File: config.mk
export PLATFORM = sky130hd
export DESIGN_NAME = aes_core_arbiter
export DESIGN_NICKNAME = d
export VERILOG_FILES = /design/src/rtl/aes_core_arbiter.sv
export SDC_FILE = /design/constraint.sdc
export NUM_CORES = 1
export LEC_CHECK = 0
export CAP_MARGIN = 20
export CORE_AREA = 2 2 400 402
export CTS_BUF_LIST = sky130_fd_sc_hd__clkbuf_4 sky130_fd_sc_hd__clkbuf_8
export DETAILED_ROUTE_END_ITERATION = 6
export DIE_AREA = 0 0 402 404
export SLEW_MARGIN = 20
export SYNTH_ARGS = -nofsm -noshare
export SYNTH_HDL_FRONTEND = slang
export SYNTH_SLANG_ARGS = --single-unit
File: constraint.sdc
create_clock -name clk -period 7.2 [get_ports clk]
set_input_delay 1.8 -clock clk [delete_from_list [all_inputs] [get_ports clk]]
set_output_delay 1.8 -clock clk [all_outputs]
set_load 0.05 [all_outputs]
File: src/rtl/aes_core_arbiter.sv
// Round-robin sharing of one pipelined aes_128 core between two requesters,
// with tag-based response steering and a hold/drain controller.
module aes_core_arbiter #(
   parameter int AES_LAT = 21,
   parameter int CNT_W   = 5
) (
   input  logic               clk,
   input  logic               rst,
   input  logic               req0_valid,
   output logic               req0_ready,
   input  logic [127:0]       req0_state,
   input  logic [127:0]       req0_key,
   input  logic               req1_valid,
   output logic               req1_ready,
   input  logic [127:0]       req1_state,
   input  logic [127:0]       req1_key,
   output logic [127:0]       aes_state,
   output logic [127:0]       aes_key,
   input  logic [127:0]       aes_out,
   output logic               rsp0_valid,
   output logic               rsp1_valid,
   output logic [127:0]       rsp_data,
   input  logic               hold,
   output logic               drained,
   output logic [CNT_W-1:0]   inflight
);

   typedef enum logic [1:0] {
      RUN   = 2'd0,
      DRAIN = 2'd1,
      HALT  = 2'd2
   } state_e;

   state_e             state_q, state_d;
   logic               prio_q, prio_d;
   logic [127:0]       st_q, st_d;
   logic [127:0]       key_q, key_d;
   logic [AES_LAT:0]   tv_q;
   logic [AES_LAT:0]   tid_q;
   logic [CNT_W-1:0]   cnt_q, cnt_d;

   logic gnt0, gnt1, issue_en, acc, rsp_v;

   // Grant is decided from valids and pointer; the FSM only gates it.
   assign gnt0     = req0_valid & (~req1_valid | ~prio_q);
   assign gnt1     = req1_valid & (~req0_valid | prio_q);
   assign issue_en = rst & (state_q == RUN);

   assign req0_ready = issue_en & gnt0;
   assign req1_ready = issue_en & gnt1;
   assign acc        = req0_ready | req1_ready;

   assign rsp_v      = rst & tv_q[AES_LAT];
   assign rsp0_valid = rsp_v & ~tid_q[AES_LAT];
   assign rsp1_valid = rsp_v & tid_q[AES_LAT];
   assign rsp_data   = aes_out;

   assign aes_state  = st_q;
   assign aes_key    = key_q;
   assign inflight   = cnt_q;
   assign drained    = rst & (state_q == HALT);

   always_comb begin
      st_d   = st_q;
      key_d  = key_q;
      prio_d = prio_q;
      cnt_d  = cnt_q;
      if (acc) begin
         st_d   = req1_ready ? req1_state : req0_state;
         key_d  = req1_ready ? req1_key   : req0_key;
         prio_d = ~req1_ready;
      end
      if (acc && !rsp_v) begin
         cnt_d = cnt_q + CNT_W'(1);
      end else if (!acc && rsp_v) begin
         cnt_d = cnt_q - CNT_W'(1);
      end
   end

   // Using the next count lets drained rise right after the last response.
   always_comb begin
      state_d = state_q;
      unique case (state_q)
         RUN: begin
            if (hold) state_d = DRAIN;
         end
         DRAIN: begin
            if (!hold)              state_d = RUN;
            else if (cnt_d == '0)   state_d = HALT;
         end
         HALT: begin
            if (!hold) state_d = RUN;
         end
         default: state_d = RUN;
      endcase
   end

   always_ff @(posedge clk) begin
      if (!rst) begin
         state_q <= RUN;
         prio_q  <= 1'b0;
         st_q    <= '0;
         key_q   <= '0;
         tv_q    <= '0;
         tid_q   <= '0;
         cnt_q   <= '0;
      end else begin
         state_q <= state_d;
         prio_q  <= prio_d;
         st_q    <= st_d;
         key_q   <= key_d;
         tv_q    <= {tv_q[AES_LAT-1:0], acc};
         tid_q   <= {tid_q[AES_LAT-1:0], req1_ready};
         cnt_q   <= cnt_d;
      end
   end

endmodule

==> flow_summary.yaml, run 1 <==
final_layout:
  layout-drive-gt1-share: 0.0597
  most-common-layout-cells: "clkdlybuf4s50_1 (780), nand2_1 (518), dfxtp_1 (308), nor2_1 (266), a311oi_1 (256)"
  sequential_cell_area_mm2: 0.00617
  layout.nets: 2947
  multiInputGateArea_mm2: 0.00581
  area_growth_pct: 76.2
  final_cell_area_mm2: 0.0239
  nFillCells: 18000
  commonest_non_fill_non_tap_cell_in_the_layout: "clkdlybuf4s50_1"
  final_core_util: 0.152
yosys:
  post_synth_mux_area_share: 0.00147
  synth-compound-area-share: 0.173
  area_share_of_and_or_nand_nor_cells_after_synthesis: 0.246
  yosys-top-cells-area: "dfxtp_1 (45%), a311oi_1 (16%), nand2_1 (14%), nor2_1 (7.3%), buf_4 (7.2%)"
  postSynthCellCount: 1714
  synthDominantAreaCellType: "dfxtp_1"
  yosys.area.top_type_share: 0.454
  seq_area_frac_synth: 0.454
  synth_nets: 2361
  synth-xor-area-share: 0.00377
  postSynthRegisterBits: 308
  synth_area_mm2: 0.0136
  arithmetic_cell_share_of_the_synthesized_area_counting_full_adders_half_adders_and_majority_gates: 0.00184
  synth.lib_cells_used.distinct: 39
  synth-warning-count: 0
  mapped_avg_cell_area_um2: 7.93
  synth_top_family_by_area: "simple AND/OR/NAND/NOR gates"
detailed_routing:
  detail_route.iter0.violations: 1148
  drt_wl_total_um: 97700
  vias: 15300
  final_antenna_net_count: 0
  vias_per_cell: 3.46
  average_wire_length_per_cell_after_detail_routing_um: 22.1
  post-route-drc-count: 0
  drt_first_pass_iters: 5
timing:
  setup_violations: 0
  timing.final.crit_share: 0.774
  rsz0062_at_grt: "false"
  finalWorstPathRequiredPeriod_ns: 5.57
  finClkSkew_ns: 0.0187
  max_freq_mhz: 180
  final-max-slew-violation-count: 0
  max-slew-margin-rel: 0.307
  setup_tns_ns: 0
  tightestPinTransition_ns: 1.04
  hold_viol: 0
  timing.hold.ws_ns: 0.425
grt:
  groute.usage.overall: 0.114
  grt_pass1_wl_um: 128000
  first_global_vias: 14500
  grt_max_degree: 124
  grt_antenna_before_repair: 87
  grt.overflow.total: 0
pwr:
  clock_power_share: 0.362
  swShare: 0.342
  final_total_power_w: 0.00536
  p_switching_w: 0.00183
  cellLeakagePower_nw: 8.36
  power.share.combinational: 0.280
  vdd_drop_max_mv: 0.129
  power.density_mw_per_mm2: 224
  power_report.internal_total_w: 0.00353
  seq_power_share: 0.359
clock_tree:
  htreeDepth: 2
  total_setup_buffers_inserted_after_cts: 0
  cts_inserted_buffers: 57
  postCtsHoldBufs: 0
  clkSlewWorstSetupHoldPaths_ns: 0.07
  clkLatencyLatePin_ns: 0.70
  clock_sink_count: 308
  clock_path_buffers: 3
  cts_tree: "built"
  clockRootBuffer: "clkbuf_8"
  post_cts_resize_count: 0
worst_setup_path:
  worstSetupEndpointType: "primary output"
  timing.reg2reg.setup_slack_ns: 3.95
  setup.worst_path.start_class: "input pin"
  worst-endpoint-arrival_ns: 3.77
  setup_crit_path_kind: "input pin to primary output"
  cp.required_ns: 5.40
  timing.critical_path.fanout_max: 28
die:
  placementRows: 146
  die_area_mm2: 0.162
  floorplan.core_area_mm2: 0.158
  start_util: 0.0861
  dieWidth_um: 402
  fp.dieH_um: 404
  io_pins: 1039
placement:
  place.gp.congestion: 0.871
  place_area_mm2: 0.0227
  port_buffers: 782
  detailedPlacementHpwl_um: 81600
min_path:
  min_path_type: "register to register"
run:
  cap_viol_max_count: 0
outcome:
  result_of_the_run: "finished, final reports clean"
==> final timing paths <==
path | start | endpoint | depth (start not counted)
max | rst | req0_ready | 4
min | tid_q[12]$_SDFF_PN0_ | tid_q[13]$_SDFF_PN0_ | 1
max reg2reg | state_q[1]$_SDFFE_PN0P_ | aes_key[26]$_SDFFE_PN0P_ | 6
min reg2reg | tid_q[12]$_SDFF_PN0_ | tid_q[13]$_SDFF_PN0_ | 1
==> worst max-delay path, stage by stage <==
cell	delay (ns)
buf_2	0.44
nor3b_4	0.39
and3_2	0.30
clkdlybuf4s50_1	0.82
==> metal layers <==
layer  track usage  up-vias  wire length (um)
li1              -     6915                 -
met2         0.180      992             43100
met5       0.00535        -               242
met1         0.133     7113             38800
met4        0.0394       20              3980
met3        0.0540      269             11600
==> logic make-up after synthesis <==
family / Yosys count
simple gates: 845
flops: 308
mux: 2
buf+inv: 284
xor+xnor: 5
compound gates: 268
fa+ha+maj: 2
==> power by group through the flow <==
stage / Combinational (W) / Sequential [W] / Clock [W]
6_report: 0.00150 / 0.00192 / 0.00194
5_1_grt: 0.00158 / 0.00194 / 0.00207
3_3_place_gp: 0.00149 / 0.00195 / 0
3_5_place_dp: 0.00150 / 0.00195 / 0
4_1_cts: 0.00151 / 0.00192 / 0.00203
2_1_floorplan: 0.000545 / 0.00240 / 0
==> sequential cells by signal, summed over array words and instances (netlist names) <==
name,flops
aes_key,128
aes_state,128
inflight,5
prio_q,1
state_q,2
tid_q,22
tv_q,22
==> final cells by class <==
class / instances / area share
inverter: 8 / 0.00219
clock buffer: 83 / 0.0438
clock inverter: 20 / 0.00961
timing repair buffer: 803 / 0.336
antenna: 5 / 0.000522
sequential: 308 / 0.257
multi-input combinational: 1122 / 0.242
tap: 2072 / 0.108
==> per-stage QoR <==
step,worst slack (ns),std cells
after floorplan,2.34,1714
after global placement,1.68,4313
after detailed placement,1.66,4313
after CTS,1.65,4416
after global routing,1.56,4418
final,1.63,4421
==> Yosys cell counts, drive strengths merged <==
cell,instances
nand2,518
dfxtp,308
nor2,266
a311oi,256
buf,188
clkbuf,88
and2,44
inv,7
a21oi,5
xnor2,5
nand3,4
and3,2
ha,2
mux2i,2
nand3b,2
nor3,2
nor3b,2
or3,2
a32o,1
clkinv,1
nand2b,1
nand4,1
o21ai,1
o22a,1
o22ai,1
o311ai,1
o31a,1
o32ai,1
or3b,1
Note: power is estimated with default switching activity, not from simulation.
==> run 2: changes to the inputs <==
--- a/config.mk
+++ b/config.mk
@@ -6,10 +6,10 @@
 export NUM_CORES = 1
 export LEC_CHECK = 0
 export CAP_MARGIN = 20
-export CORE_AREA = 2 2 400 402
+export CORE_AREA = 2 2 410 412
 export CTS_BUF_LIST = sky130_fd_sc_hd__clkbuf_4 sky130_fd_sc_hd__clkbuf_8
 export DETAILED_ROUTE_END_ITERATION = 6
-export DIE_AREA = 0 0 402 404
+export DIE_AREA = 0 0 412 414
 export SLEW_MARGIN = 20
 export SYNTH_ARGS = -nofsm -noshare
 export SYNTH_HDL_FRONTEND = slang
==> constraint.sdc (replaced) <==
create_clock -name clk -period 5 [get_ports clk]
set_input_delay 1.25 -clock clk [delete_from_list [all_inputs] [get_ports clk]]
set_output_delay 1.25 -clock clk [all_outputs]
set_load 0.05 [all_outputs]
==> run 2 against run 1 <==
Compared with the run above: non-clock buffer count grew 14; hold slack got worse by 0.0035 ns; global-route usage increased by 0.11 points; via count fell by 0.14%; die area rose by 5.0%; sequential power rose by 44%; clock skew shrank 0.0052 ns; core utilization decreased by 0.56 points; clock power increased by 43%; sequential cell count stayed put; sequential share of layout area shrank 0.36 points.
==> flow_summary.yaml, run 2 (same netlist as run 1, synthesis figures left out) <==
grt:
  grt.overflow.total: 0
  grt_pass1_wl_um: 133000
  first_global_vias: 14400
  groute.usage.overall: 0.115
  grt_antenna_before_repair: 95
  grt_max_degree: 145
placement:
  detailedPlacementHpwl_um: 87000
  place.gp.congestion: 0.924
  port_buffers: 782
  dpl.cell_count: 4459
worst_setup_path:
  setup_crit_path_kind: "input pin to primary output"
  worst-endpoint-arrival_ns: 2.55
  cell_at_the_slowest_stage_of_the_critical_path: "clkdlybuf4s50_1"
  timing.critical_path.fanout_max: 19
  setup.worst_path.start_class: "input pin"
  cp.required_ns: 3.75
  crit_path_max_incr_delay_ns: 0.81
  crit_chain: "buf_2 -> nand2_1 -> nor2_1 -> clkdlybuf4s50_1"
  worstSetupEndpointType: "primary output"
pwr:
  cellLeakagePower_nw: 8.47
  power.density_mw_per_mm2: 319
  vdd_drop_max_mv: 0.167
timing:
  final-max-slew-violation-count: 0
  timing.final.crit_share: 0.760
  finalWorstPathRequiredPeriod_ns: 3.80
  hold_viol: 0
  setup_violations: 0
  finClkSkew_ns: 0.0135
  setup_tns_ns: 0
  timing.hold.ws_ns: 0.422
  tightestPinTransition_ns: 1.05
  max_freq_mhz: 263
  max-slew-margin-rel: 0.299
  rsz0062_at_grt: "false"
die:
  io_pins: 1039
  dieWidth_um: 412
  placementRows: 150
  start_util: 0.0818
  die_area_mm2: 0.171
  floorplan.core_area_mm2: 0.166
  fp.dieH_um: 414
final_layout:
  most-common-layout-cells: "clkdlybuf4s50_1 (777), nand2_1 (518), dfxtp_1 (308), nor2_1 (266), a311oi_1 (256)"
  commonest_non_fill_non_tap_cell_in_the_layout: "clkdlybuf4s50_1"
  area_growth_pct: 78.7
  final_core_util: 0.146
  finish.cell_count_without_fillers: 4582
  multiInputGateArea_mm2: 0.00581
  layout.nets: 2963
  sequential_cell_area_mm2: 0.00617
  layout-drive-gt1-share: 0.0678
  nFillCells: 19000
clock_tree:
  clockRootBuffer: "clkbuf_8"
  total_setup_buffers_inserted_after_cts: 0
  post_cts_resize_count: 0
  htreeDepth: 2
  cts_tree: "built"
  clock_path_buffers: 3
  postCtsHoldBufs: 0
  clock_sink_count: 308
  clkLatencyLatePin_ns: 0.73
  clkSlewWorstSetupHoldPaths_ns: 0.06
  cts_inserted_buffers: 59
outcome:
  result_of_the_run: "finished, final reports clean"
detailed_routing:
  post-route-drc-count: 0
  vias_per_cell: 3.34
  drt_first_pass_iters: 6
  detail_route.iter0.violations: 1024
  drt_wl_total_um: 103000
  vias: 15300
  average_wire_length_per_cell_after_detail_routing_um: 22.5
  final_antenna_net_count: 0
min_path:
  min_path_type: "register to register"
run:
  cap_viol_max_count: 0
## run 2: changes by cell type in the layout (fill, tap and decap cells not counted), moves of 3 or more
cell,previous run,this run
diode_2,5,17
buf_4,17,31
clkbuf_4,15,18
clkinv_2,10,6
clkdlybuf4s50_1,780,777
clkbuf_8,68,77
bufinv_16,4,1
buf_12,5,8
## run 2: routing by layer
layer  vias up  part of all wire  GRT usage
li1       6970                 -          -
met1      7106              0.39      0.131
met2       976              0.45      0.185
met3       223              0.12     0.0565
met4        12             0.034     0.0385
met5         -            0.0021    0.00707
## run 2: worst max-delay path, delay by kind of cell
kind                   cells  cell delay [ns]
and+or+nand+nor            2             0.20
buffers and inverters      2             1.09
## run 2: path summary, 6_finish.rpt
path              slack, ns  depth (start not counted)               startpoint                    endpoint
setup / recovery       1.20                          4                      rst                  rsp0_valid
setup reg to reg       2.40                          6  state_q[1]$_SDFFE_PN0P_  aes_state[21]$_SDFFE_PN0P_
hold reg to reg        0.42                          1      tv_q[17]$_SDFF_PN0_         tv_q[18]$_SDFF_PN0_
hold / removal         0.42                          1      tv_q[17]$_SDFF_PN0_         tv_q[18]$_SDFF_PN0_
## run 2: final cells by class
type                    count  share of cell area
repair buffers            817               0.337
well taps                2204               0.114
inverters                   8             0.00216
diodes                     17             0.00175
multi-input cells        1122               0.239
flip-flops and latches    308               0.254
clock buffers              95              0.0492
clock inverters            11             0.00402
## run 2: power by group
group          leakage [nW]  switching [W]  internal (W)  total, W
clock network         0.693        0.00122       0.00156   0.00278
logic                  5.24        0.00132      0.000880   0.00220
registers              2.54       0.000117       0.00265   0.00277
total                  8.47        0.00265       0.00509   0.00774
## run 2: per-stage QoR
step / cell area (um2) / total power, W / setup slack [ns]
2_1_floorplan: 13600 / 0.00424 / 1.24
3_3_place_gp: 23000 / 0.00500 / 1.18
3_5_place_dp: 23000 / 0.00502 / 1.14
4_1_cts: 24300 / 0.00789 / 1.12
5_1_grt: 24300 / 0.00810 / 1.10
6_report: 24300 / 0.00774 / 1.20
==> run 3: changes to the inputs <==
==> constraint.sdc (replaced) <==
create_clock -name clk -period 3.2 [get_ports clk]
set_input_delay 0.8 -clock clk [delete_from_list [all_inputs] [get_ports clk]]
set_output_delay 0.8 -clock clk [all_outputs]
set_load 0.05 [all_outputs]
==> run 3 against run 2 <==
Compared with the run above: total power is 58% higher; sequential share of layout area is 0.23 points lower; routed wire length increased by 1.8%; clock skew up 0.038 ns; sequential cell count did not move; global-route usage grew 0.27 points; final cell count up 0.17%; die area did not move.
==> flow_summary.yaml, run 3 (same netlist as run 1, synthesis figures left out) <==
outcome:
  result_of_the_run: "finished, final reports clean"
clock_tree:
  post_cts_resize_count: 0
  clockRootBuffer: "clkbuf_8"
  cts_inserted_buffers: 59
  cts_tree: "built"
  clock_path_buffers: 3
  postCtsHoldBufs: 0
  total_setup_buffers_inserted_after_cts: 0
  clkLatencyLatePin_ns: 0.75
  htreeDepth: 2
  clock_sink_count: 308
  clkSlewWorstSetupHoldPaths_ns: 0.06
placement:
  detailedPlacementHpwl_um: 88000
  place_area_mm2: 0.0232
  place.gp.congestion: 0.949
  port_buffers: 782
worst_setup_path:
  worst-endpoint-arrival_ns: 2.19
  crit_chain: "clkdlybuf4s50_1"
  worstSetupEndpointType: "primary output"
  setup.worst_path.start_class: "register"
  crit-reg2reg-launch: "state_q[1]$_SDFFE_PN0P_"
  ff2ff_path_depth: 6
  crit_path_max_incr_delay_ns: 1.07
  setup_crit_path_kind: "register to primary output"
  timing.reg2reg.setup_slack_ns: 0.97
  cp_num_cells: 1
  cp.required_ns: 2.40
  crit_family: "buffers and inverters"
  critical_path.startpoint: "aes_state[91]$_SDFFE_PN0P_"
  timing.critical_path.fanout_max: 2
  cell_at_the_slowest_stage_of_the_critical_path: "clkdlybuf4s50_1"
  path_buf_inv: 1
run:
  cap_viol_max_count: 0
pwr:
  clock_power_share: 0.363
  cellLeakagePower_nw: 8.59
  swShare: 0.345
  seq_power_share: 0.353
  p_switching_w: 0.00423
  final_total_power_w: 0.0123
  power.share.combinational: 0.284
  vdd_drop_max_mv: 0.273
  power.density_mw_per_mm2: 500
  power_report.internal_total_w: 0.00802
grt:
  grt.overflow.total: 0
  grt_max_degree: 153
  grt_pass1_wl_um: 136000
  first_global_vias: 14700
  grt_antenna_before_repair: 85
  groute.usage.overall: 0.118
final_layout:
  commonest_non_fill_non_tap_cell_in_the_layout: "clkdlybuf4s50_1"
  layout.nets: 2976
  layout-drive-gt1-share: 0.0772
  area_growth_pct: 80.3
  most-common-layout-cells: "clkdlybuf4s50_1 (764), nand2_1 (518), dfxtp_1 (308), nor2_1 (266), a311oi_1 (256)"
  final_cell_area_mm2: 0.0245
die:
  io_pins: 1039
  placementRows: 150
  fp.dieH_um: 414
  start_util: 0.0818
  floorplan.core_area_mm2: 0.166
  dieWidth_um: 412
  die_area_mm2: 0.171
detailed_routing:
  drt_wl_total_um: 105000
  vias: 15400
  average_wire_length_per_cell_after_detail_routing_um: 22.8
  final_antenna_net_count: 0
  detail_route.iter0.violations: 1150
  drt_first_pass_iters: 5
  post-route-drc-count: 0
  vias_per_cell: 3.35
timing:
  finalWorstPathRequiredPeriod_ns: 2.99
  finClkSkew_ns: 0.0517
  final-max-slew-violation-count: 0
  rsz0062_at_grt: "false"
  timing.hold.ws_ns: 0.418
  max_freq_mhz: 334
  max-slew-margin-rel: 0.282
  timing.final.crit_share: 0.934
  setup_violations: 0
  hold_viol: 0
  tightestPinTransition_ns: 1.08
min_path:
  timing.hold.worst.start: "tid_q[17]$_SDFF_PN0_"
  holdPathStages: 1
  min_path_type: "register to register"
## run 3: layout make-up
type | count | area (um2)
Tap cell | 2204 | 2760
Multi-Input combinational cell | 1122 | 5810
Clock inverter | 13 | 158
Inverter | 8 | 52.6
Fill cell | 19100 | 142000
Timing Repair Buffer | 830 | 8380
Antenna cell | 15 | 37.5
Clock buffer | 90 | 1160
Sequential cell | 308 | 6170
## run 3: per-layer routing
layer / vias to the layer above / global-route usage / wire [um]
li1: 6994 / - / -
met2: 993 / 0.187 / 46900
met1: 7147 / 0.135 / 39900
met5: - / 0.0119 / 232
met3: 227 / 0.0603 / 14300
met4: 14 / 0.0375 / 3550
## run 3: worst paths after layout
kind / endpoint
setup reg to reg: aes_state[0]$_SDFFE_PN0P_
setup / recovery: aes_state[91]
hold / removal: tid_q[18]$_SDFF_PN0_
hold reg to reg: tid_q[18]$_SDFF_PN0_
## run 3: power groups by stage
| stage | Clock (W) | Combinational (W) | Sequential, W |
|---|---|---|---|
| 2_1_floorplan | 0 | 0.00123 | 0.00539 |
| 3_3_place_gp | 0 | 0.00348 | 0.00440 |
| 3_5_place_dp | 0 | 0.00349 | 0.00440 |
| 4_1_cts | 0.00471 | 0.00351 | 0.00433 |
| 5_1_grt | 0.00482 | 0.00369 | 0.00436 |
| 6_report | 0.00445 | 0.00348 | 0.00433 |
## run 3: metrics by stage
stage,setup TNS [ns],std cells,util,setup WS [ns]
floorplan,0,1714,-,0.344
global placement,-0.0963,4472,0.139,-0.0704
detailed placement,-0.778,4472,0.139,-0.0850
CTS,0,4575,0.147,0.0977
global route,0,4578,0.147,0.103
finish,0,4590,0.147,0.210
